## src/rtl/pin_entry_buffer.sv

```systemverilog
// pin_entry_buffer
//   Collects decimal keypad digits into an N_DIGITS right-aligned buffer
//   (newest digit in [3:0], unused nibbles hold 4'hE). Supports backspace,
//   clear, a minimum-length check on enter and an inactivity auto-clear.
//   An accepted enter freezes the buffer and raises pin_status for
//   STATUS_CYCLES cycles, then the buffer is flushed.
//
//   Ports
//     clk        : system clock, rising edge
//     rst        : asynchronous reset, active low
//     key_valid  : keypad strobe, rising edge acted on
//     key_code   : 0-9 digit, A backspace, B clear, F enter, others ignored
//     pin_digits : packed digit buffer, 4*N_DIGITS bits
//     pin_count  : number of valid digits
//     pin_status : high for STATUS_CYCLES cycles after an accepted enter
//     reject     : 1-cycle pulse, enter with too few digits
//     timeout    : 1-cycle pulse, inactivity auto-clear

// One buffer nibble. All nibbles move together; the neighbours feed the
// shift paths, so the whole buffer is a bidirectional nibble shifter.
module pin_entry_slot (
  input  logic       clk,
  input  logic       rst,
  input  logic       shl_i,
  input  logic       shr_i,
  input  logic       clr_i,
  input  logic [3:0] lower_i,
  input  logic [3:0] upper_i,
  output logic [3:0] nib_o
);
  logic [3:0] nib_q;

  always_ff @(posedge clk or negedge rst) begin
    if (!rst)       nib_q <= 4'hE;
    else if (clr_i) nib_q <= 4'hE;
    else if (shl_i) nib_q <= lower_i;
    else if (shr_i) nib_q <= upper_i;
  end

  assign nib_o = nib_q;
endmodule

module pin_entry_buffer #(
  parameter int N_DIGITS       = 4,
  parameter int MIN_DIGITS     = 4,
  parameter int STATUS_CYCLES  = 2,
  parameter int TIMEOUT_CYCLES = 5000
) (
  input  logic                          clk,
  input  logic                          rst,
  input  logic                          key_valid,
  input  logic [3:0]                    key_code,
  output logic [4*N_DIGITS-1:0]         pin_digits,
  output logic [$clog2(N_DIGITS+1)-1:0] pin_count,
  output logic                          pin_status,
  output logic                          reject,
  output logic                          timeout
);
  localparam int CW = $clog2(N_DIGITS+1);
  localparam int SW = $clog2(STATUS_CYCLES+1);
  localparam int IW = (TIMEOUT_CYCLES > 0) ? $clog2(TIMEOUT_CYCLES+1) : 1;
  localparam bit TO_EN = (TIMEOUT_CYCLES > 0);
  localparam logic [IW-1:0] IDLE_LAST = TO_EN ? IW'(TIMEOUT_CYCLES-1) : '0;

  localparam logic [3:0] KEY_BS  = 4'hA;
  localparam logic [3:0] KEY_CLR = 4'hB;
  localparam logic [3:0] KEY_ENT = 4'hF;

  typedef enum logic [1:0] {S_IDLE, S_ENTRY, S_SUBMIT, S_FLUSH} state_t;

  // Decoded key event; all fields are zero unless a fresh press arrived.
  typedef struct packed {
    logic dig;
    logic bs;
    logic clr;
    logic ent;
    logic any;
  } key_ev_t;

  state_t          state_q, state_d;
  logic [CW-1:0]   cnt_q, cnt_d;
  logic [SW-1:0]   scnt_q, scnt_d;
  logic [IW-1:0]   idle_q, idle_d;
  logic            status_q, status_d;
  logic            reject_q, reject_d;
  logic            timeout_q, timeout_d;
  logic            key_prev_q;
  key_ev_t         kev;
  logic            shl, shr, clr;

  logic [N_DIGITS-1:0][3:0] buf_q;

  // Edge detect: a held key produces one event.
  always_comb begin
    kev     = '0;
    kev.any = key_valid & ~key_prev_q;
    kev.dig = kev.any & (key_code <= 4'd9);
    kev.bs  = kev.any & (key_code == KEY_BS);
    kev.clr = kev.any & (key_code == KEY_CLR);
    kev.ent = kev.any & (key_code == KEY_ENT);
  end

  for (genvar i = 0; i < N_DIGITS; i++) begin : g_slot
    logic [3:0] lower, upper;
    if (i == 0) begin : g_lo
      assign lower = key_code;
    end else begin : g_lo
      assign lower = buf_q[i-1];
    end
    if (i == N_DIGITS-1) begin : g_up
      assign upper = 4'hE;
    end else begin : g_up
      assign upper = buf_q[i+1];
    end
    pin_entry_slot u_slot (
      .clk     (clk),
      .rst     (rst),
      .shl_i   (shl),
      .shr_i   (shr),
      .clr_i   (clr),
      .lower_i (lower),
      .upper_i (upper),
      .nib_o   (buf_q[i])
    );
  end

  always_ff @(posedge clk or negedge rst) begin
    if (!rst) begin
      state_q    <= S_IDLE;
      cnt_q      <= '0;
      scnt_q     <= '0;
      idle_q     <= '0;
      status_q   <= 1'b0;
      reject_q   <= 1'b0;
      timeout_q  <= 1'b0;
      key_prev_q <= 1'b0;
    end else begin
      state_q    <= state_d;
      cnt_q      <= cnt_d;
      scnt_q     <= scnt_d;
      idle_q     <= idle_d;
      status_q   <= status_d;
      reject_q   <= reject_d;
      timeout_q  <= timeout_d;
      key_prev_q <= key_valid;
    end
  end

  always_comb begin
    state_d   = state_q;
    cnt_d     = cnt_q;
    scnt_d    = scnt_q;
    idle_d    = '0;
    status_d  = status_q;
    reject_d  = 1'b0;
    timeout_d = 1'b0;
    shl       = 1'b0;
    shr       = 1'b0;
    clr       = 1'b0;
    case (state_q)
      S_IDLE: begin
        // Buffer is all 4'hE here, so a left shift leaves just the new digit.
        if (kev.dig) begin
          shl     = 1'b1;
          cnt_d   = CW'(1);
          state_d = S_ENTRY;
        end else if (kev.ent) begin
          reject_d = 1'b1;
        end
      end
      S_ENTRY: begin
        if (kev.any) begin
          // Any press, even an ignored code, restarts the idle window and
          // wins over a coincident expiry.
          if (kev.dig) begin
            shl = 1'b1;
            if (cnt_q != CW'(N_DIGITS)) cnt_d = cnt_q + 1'b1;
          end else if (kev.bs) begin
            shr   = 1'b1;
            cnt_d = cnt_q - 1'b1;
            if (cnt_q == CW'(1)) state_d = S_IDLE;
          end else if (kev.clr) begin
            clr     = 1'b1;
            cnt_d   = '0;
            state_d = S_IDLE;
          end else if (kev.ent) begin
            if (cnt_q >= CW'(MIN_DIGITS)) begin
              state_d  = S_SUBMIT;
              status_d = 1'b1;
              scnt_d   = SW'(1);
            end else begin
              reject_d = 1'b1;
            end
          end
        end else if (TO_EN && idle_q == IDLE_LAST) begin
          clr       = 1'b1;
          cnt_d     = '0;
          timeout_d = 1'b1;
          state_d   = S_IDLE;
        end else begin
          idle_d = idle_q + 1'b1;
        end
      end
      S_SUBMIT: begin
        // scnt_q counts cycles pin_status has already been high; the buffer
        // is cleared on the same edge status drops so FLUSH shows 4'hE.
        if (scnt_q == SW'(STATUS_CYCLES)) begin
          state_d  = S_FLUSH;
          status_d = 1'b0;
          scnt_d   = '0;
          clr      = 1'b1;
          cnt_d    = '0;
        end else begin
          scnt_d = scnt_q + 1'b1;
        end
      end
      S_FLUSH: begin
        status_d = 1'b0;
        clr      = 1'b1;
        cnt_d    = '0;
        state_d  = S_IDLE;
      end
      default: begin
        state_d = S_IDLE;
      end
    endcase
  end

  assign pin_digits = buf_q;
  assign pin_count  = cnt_q;
  assign pin_status = status_q;
  assign reject     = reject_q;
  assign timeout    = TO_EN ? timeout_q : 1'b0;

endmodule

```

## config.mk

```make
export PLATFORM = sky130hd
export DESIGN_NAME = pin_entry_buffer
export DESIGN_NICKNAME = d
export VERILOG_FILES = /design/src/rtl/pin_entry_buffer.sv
export SDC_FILE = /design/constraint.sdc
export NUM_CORES = 1
export LEC_CHECK = 0
export CAP_MARGIN = 10
export CORE_MARGIN = 4
export CORE_UTILIZATION = 23
export DETAILED_ROUTE_END_ITERATION = 10
export SYNTH_ARGS = -nofsm -noshare
export SYNTH_HDL_FRONTEND = slang
export SYNTH_HIERARCHICAL = 1
export SYNTH_SLANG_ARGS = --single-unit
```

## constraint.sdc

```tcl
create_clock -name clk -period 3.2 [get_ports clk]
set_clock_uncertainty 0.05 [all_clocks]
set_input_delay 0.48 -clock clk [delete_from_list [all_inputs] [get_ports clk]]
set_output_delay 0.48 -clock clk [all_outputs]
set_load 0.02 [all_outputs]
```

After elaboration in Yosys (flattened, before gate mapping). Index checks and enable logic that the tools add are counted.

Mux-type cells: 76. Add/subtract/negate cells: 4. Bitwise gates (word level): 6. Reduce and logical (&&, ||, !) cells: 8. Equality and inequality tests: 25. Magnitude comparators: 2.

Operator list (number): 4-bit 2-to-1 mux (12); 13-bit 2-to-1 mux (3); 2-bit 2-to-1 mux (17); 1-bit 2-to-1 mux (29); 3-bit 2-to-1 mux (8); 2-bit != test (second input constant) (8); 5-bit != test (second input constant) (3); 7-bit AND reduction (2); 13-bit by 1-bit adder with 13-bit output (second input constant) (1); 13-bit equality test (second input constant) (1); 4-bit equality test (second input constant) (3); 3-bit case mux with 4 select lines (1); 3-bit != test (second input constant) (3); 4-bit != test (second input constant) (2); 2-bit case mux with 4 select lines (1); 8-bit AND reduction (1); 2-bit equality test (second input constant) (3); 1-bit case mux with 3 select lines (2); 3-bit nonzero test (2); 1-bit bitwise AND (5); 5-bit AND reduction (1); 4-bit <= comparator (second input constant) (1); 1-bit case mux with 2 select lines (2); 2-bit case mux with 2 select lines (1); 9 further kinds (9).

Output and inout port bits: 22. Register bits: 40. Bits of input ports: 7.

Longest topological paths before layout.
Depth after elaboration: 10. Gate-level depth with buffers: 6. Depth with buffers taken out: 6.

Cells and area by module. Netlist, hierarchy kept.

Modules (own cells, without submodules): pin_entry_buffer (area an instance 1366.3 um^2, seq. area each 600.6 um^2, cells an instance 140, instances 1); pin_entry_slot (area an instance 212.7 um^2, seq. area each 103.8 um^2, cells an instance 19, instances 4).

Worst setup path after synthesis. No wires, ideal clock.

Path kind: register to register. Start: register idle_q[10]. End: register g_slot[0].u_slot.nib_q[1]. Data required time: 3.075 ns. Stages on the path, launching flop included: 6. Setup slack: 0.466 ns. Period minus slack after synthesis: 2.734 ns. Library setup time: 0.075 ns. Arrival: 2.609 ns. Cell sequence: dfrtp_1 -> or4b_1 -> or4_4 -> o22ai_1 -> nor2_1 -> a21oi_1.

Word-level cells in the longest chain between the ends: 5.

Ends and longest elaborated chain: start, declared (line 83) `logic [IW-1:0] idle_q, idle_d;`; start signal, assigned (line 141) `idle_q <= idle_d;`; 13-bit equality test (*) (line 195) `end else if (TO_EN && idle_q == IDLE_LAST) begin`; 1-bit 2-to-1 mux (*) (line 195); 1-bit 2-to-1 mux (*) (line 172) `if (kev.any) begin`; 1-bit case mux with 3 select lines (*) (line 160) `case (state_q)`; net clr (line 89) `logic shl, shr, clr;`; 3-bit nonzero test (no line) / 4-bit 2-to-1 mux (equally long branches); end signal, assigned (line 36) `else if (shl_i) nib_q <= lower_i;`; end signal, assigned (line 37) `else if (shr_i) nib_q <= upper_i;`; end, declared (line 31) `logic [3:0] nib_q;`.

Mark *: on every way through the listed nets, which the timed path passes. The rest lies on a longest branch. A chain may end at the register's enable or synchronous reset.

Final worst setup path.
Start: register idle_q[10]. End: register cnt_q[1] (netlist: pin_count[1]).

Word-level cells in the longest chain between the ends: 3.

Ends and longest elaborated chain: 13-bit equality test (line 195); 3-bit != test (no line); 5-bit AND reduction (no line); end signal, assigned (line 139) `cnt_q <= cnt_d;`; end, declared (line 81) `logic [CW-1:0] cnt_q, cnt_d;`.

No other way between the ends.

==> metrics.txt <==
share of cells above drive strength 1 0.1250; post-synthesis sequential area ratio 0.4582; antenna violations before repair 0; antenna cells 0; post-CTS resize count 0; Critical Path AT 2.44 ns; Post-CTS Hold Buffers 0; Sinks on Clock Net 40; Critical Path End pin_count[1]; Tot Pwr 1.746 mW; first-pass GRT wire length 8273 um; placed inst area ~2700 sq um; top cells by count, synth 28 x dfrtp_1, 19 x nor2_1, 18 x mux2i_1, 16 x a21oi_1, 14 x nor3b_1; CTS tree built; maximum root-to-sink buffer count 2; flops & latches, synth 40; post-synth top area share 0.3160; Setup WS post-layout 0.8869 ns; Hold Slack 0.2606 ns; I/O Pins 29; Placed Instances 369; Nets around 260; Crit path largest cell delay 0.52 ns; largest net degree at the start of global routing 41; Post-synth EDFFs 0; Worst Tran Pin Value about 0.89 ns; Yosys top cell by area dfrtp_1; final worst path period need 2.313 ns; P&R area growth vs syn 23.81%; CTS Root Cell clkbuf_8; GPL Wtd Cong between 0.8 and 0.9; Die ar. 11,270 sq um; Num CTS Buffers 5; Worst R2R Start idle_q[10]; Max FO, Critical Path 5; Worst Reg-to-Reg Cells 4; crit path launch type flop; Worst-path clk slew roughly 0.08 ns; CP Data Required Time between 3 and 4 ns; Mapped Area approximately 2200 sq um; critical path's slowest cell or4b_1; Final Util 0.2943; LEAKAGE 1.026 nW; clock latency on the worst-skew pair around 0.30 ns; design area between 2000 and 3000 sq um; post-CTS setup buffer count 0; total power divided by cell area between 600 and 700 nW/um^2; fmax 432.3 MHz; crit-path cells or4b_1 > or4_4 > a221oi_4 > mux2_1; site row count 35; Synth cell types 44; Port Buffers 28; Setup crit start idle_q[10]; status finished, final reports clean; Hold WC Path Type input port to asynchronous set/reset pin; Synth async-reset ratio 1.000; Synth Warn # 6; H-tree levels 2; CP Class flop to flop; top-count cell post-synth dfrtp_1; Synth Flop Type dfrtp_1; nature of the critical path endpoint flop; Die W 106.2 um; total gr overflow 0; die span in y roughly 110 um; fin crit share 0.7228; Slew headroom 0.4059; per-cell routed wire length 12.65 um; DP Worst Slack 0.6034 ns; final slew viol count 0; core area ~9300 sq um; R2R Setup Slk 0.89 ns; DRT iter0 DRCs 75; GRT Overall Usage 0.08920; via/cell ratio 4.401; Syn Inst Count 216; maximum VDD drop ~0.30 mV; Max Cap Violations 0; HPWL after DPL 3450 um; Routed Antenna Nets 0; TritonRoute pass-1 iters 4; RSZ-0062 raised after global routing false; starting density of the core 0.2377; vias 1,659; syn avg cell area just over 10 sq um; top post-synthesis cells by area dfrtp_1 32%, dfstp_2 14%, mux2i_1 8.1%; number of global-route vias before repair 1,661; final hold violations 0; Final Routed Wirelength 4768 um; post-route DRC violation count 0; Sum Neg Setup Slack 0 ns; number of setup violations in the final report 0; r2r endpoint pin_count[1]; final cell count without fillers 377
==> cells by family after synthesis <==
family                     Yosys count  synth area share
and+or+nand+nor                     83            0.2161
DFF                                 40            0.4582
AOI/OAI and AO/OA                   38            0.1281
muxes                               20           0.09142
buffers and inverters               17           0.03104
xor gates and xnor gates            11           0.04345
adders and majority gates            5           0.02822
other                                2          0.003387
==> layout make-up <==
class / instances / area [sq um]
clock inverters: 1 / 7.507
flip-flops and latches: 40 / 1016
clock buffers: 7 / 86.33
fillers: 982 / 6583
well taps: 129 / 161.4
multi-input cells: 161 / 1146
inverters: 8 / 30.03
repair buffers: 31 / 297.8
==> worst min path at each step <==
stage / from / end / slack, ns / cells after the start
2_1_floorplan: rst / asynchronous set/reset pin / 0.13 / 0
3_3_place_gp: idle_q[0] / idle_q[0] / 0.39 / 1
3_5_place_dp: idle_q[0] / idle_q[0] / 0.40 / 1
4_1_cts: rst / idle_q[12] / 0.29 / 1
5_1_grt: rst / idle_q[12] / 0.34 / 1
6_report: rst / scnt_q[0] / 0.26 / 1
==> state kept, by name, summed over array words and instances (netlist names), named ones only <==
name                 cells
g_slot.u_slot/nib_o     16
idle_q                  13
key_prev_q               1
pin_count                3
pin_status               1
reject                   1
scnt_q                   2
state_q                  1
timeout                  1
==> cells in the final DEF, fill, tap and decap left out, types with 2 or more instances in the layout <==
master and count:
a21o_1 2, nor3b_1 14, ha_1 5, and2_1 2, xnor2_1 5, mux2i_1 18, a31oi_1 2, nand4_1 4
dfstp_2 12, nor3_1 2, and4_1 3, xor2_1 6, a21oi_1 16, clkdlybuf4s50_1 27, nor2_1 19, nand3_1 5
conb_1 4, nand2_1 10, inv_1 8, and3_1 6, dfrtp_1 28, o21ai_1 2, o22ai_1 3, clkbuf_8 6
nor2b_1 8, a211oi_2 4, nand2b_1 3, buf_4 3, mux2_1 2
==> routing by layer <==
| layer | wire (um) | vias to the layer above | part of all wire | global-route usage |
|---|---|---|---|---|
| met5 | 0 | - | 0 | 0 |
| met4 | 51 | 0 | 0.011 | 0.02220 |
| met3 | 172 | 6 | 0.036 | 0.02611 |
| met2 | 2188 | 24 | 0.46 | 0.1371 |
| met1 | 2356 | 801 | 0.49 | 0.1228 |
| li1 | - | 828 | - | - |
==> power by group <==
group	switching [mW]	internal, mW
combinational	0.314	0.297
clock	0.179	0.175
sequential	0.132	0.649
total	0.625	1.12
==> worst max-delay path, delay by kind of cell, from the launching register on <==
kind	cells	cell delay (ns)
AOI/OAI and AO/OA	1	0.38
and+or+nand+nor	2	1.00
muxes	1	0.35
DFF	1	0.42
(Power assumes the default switching activity.)
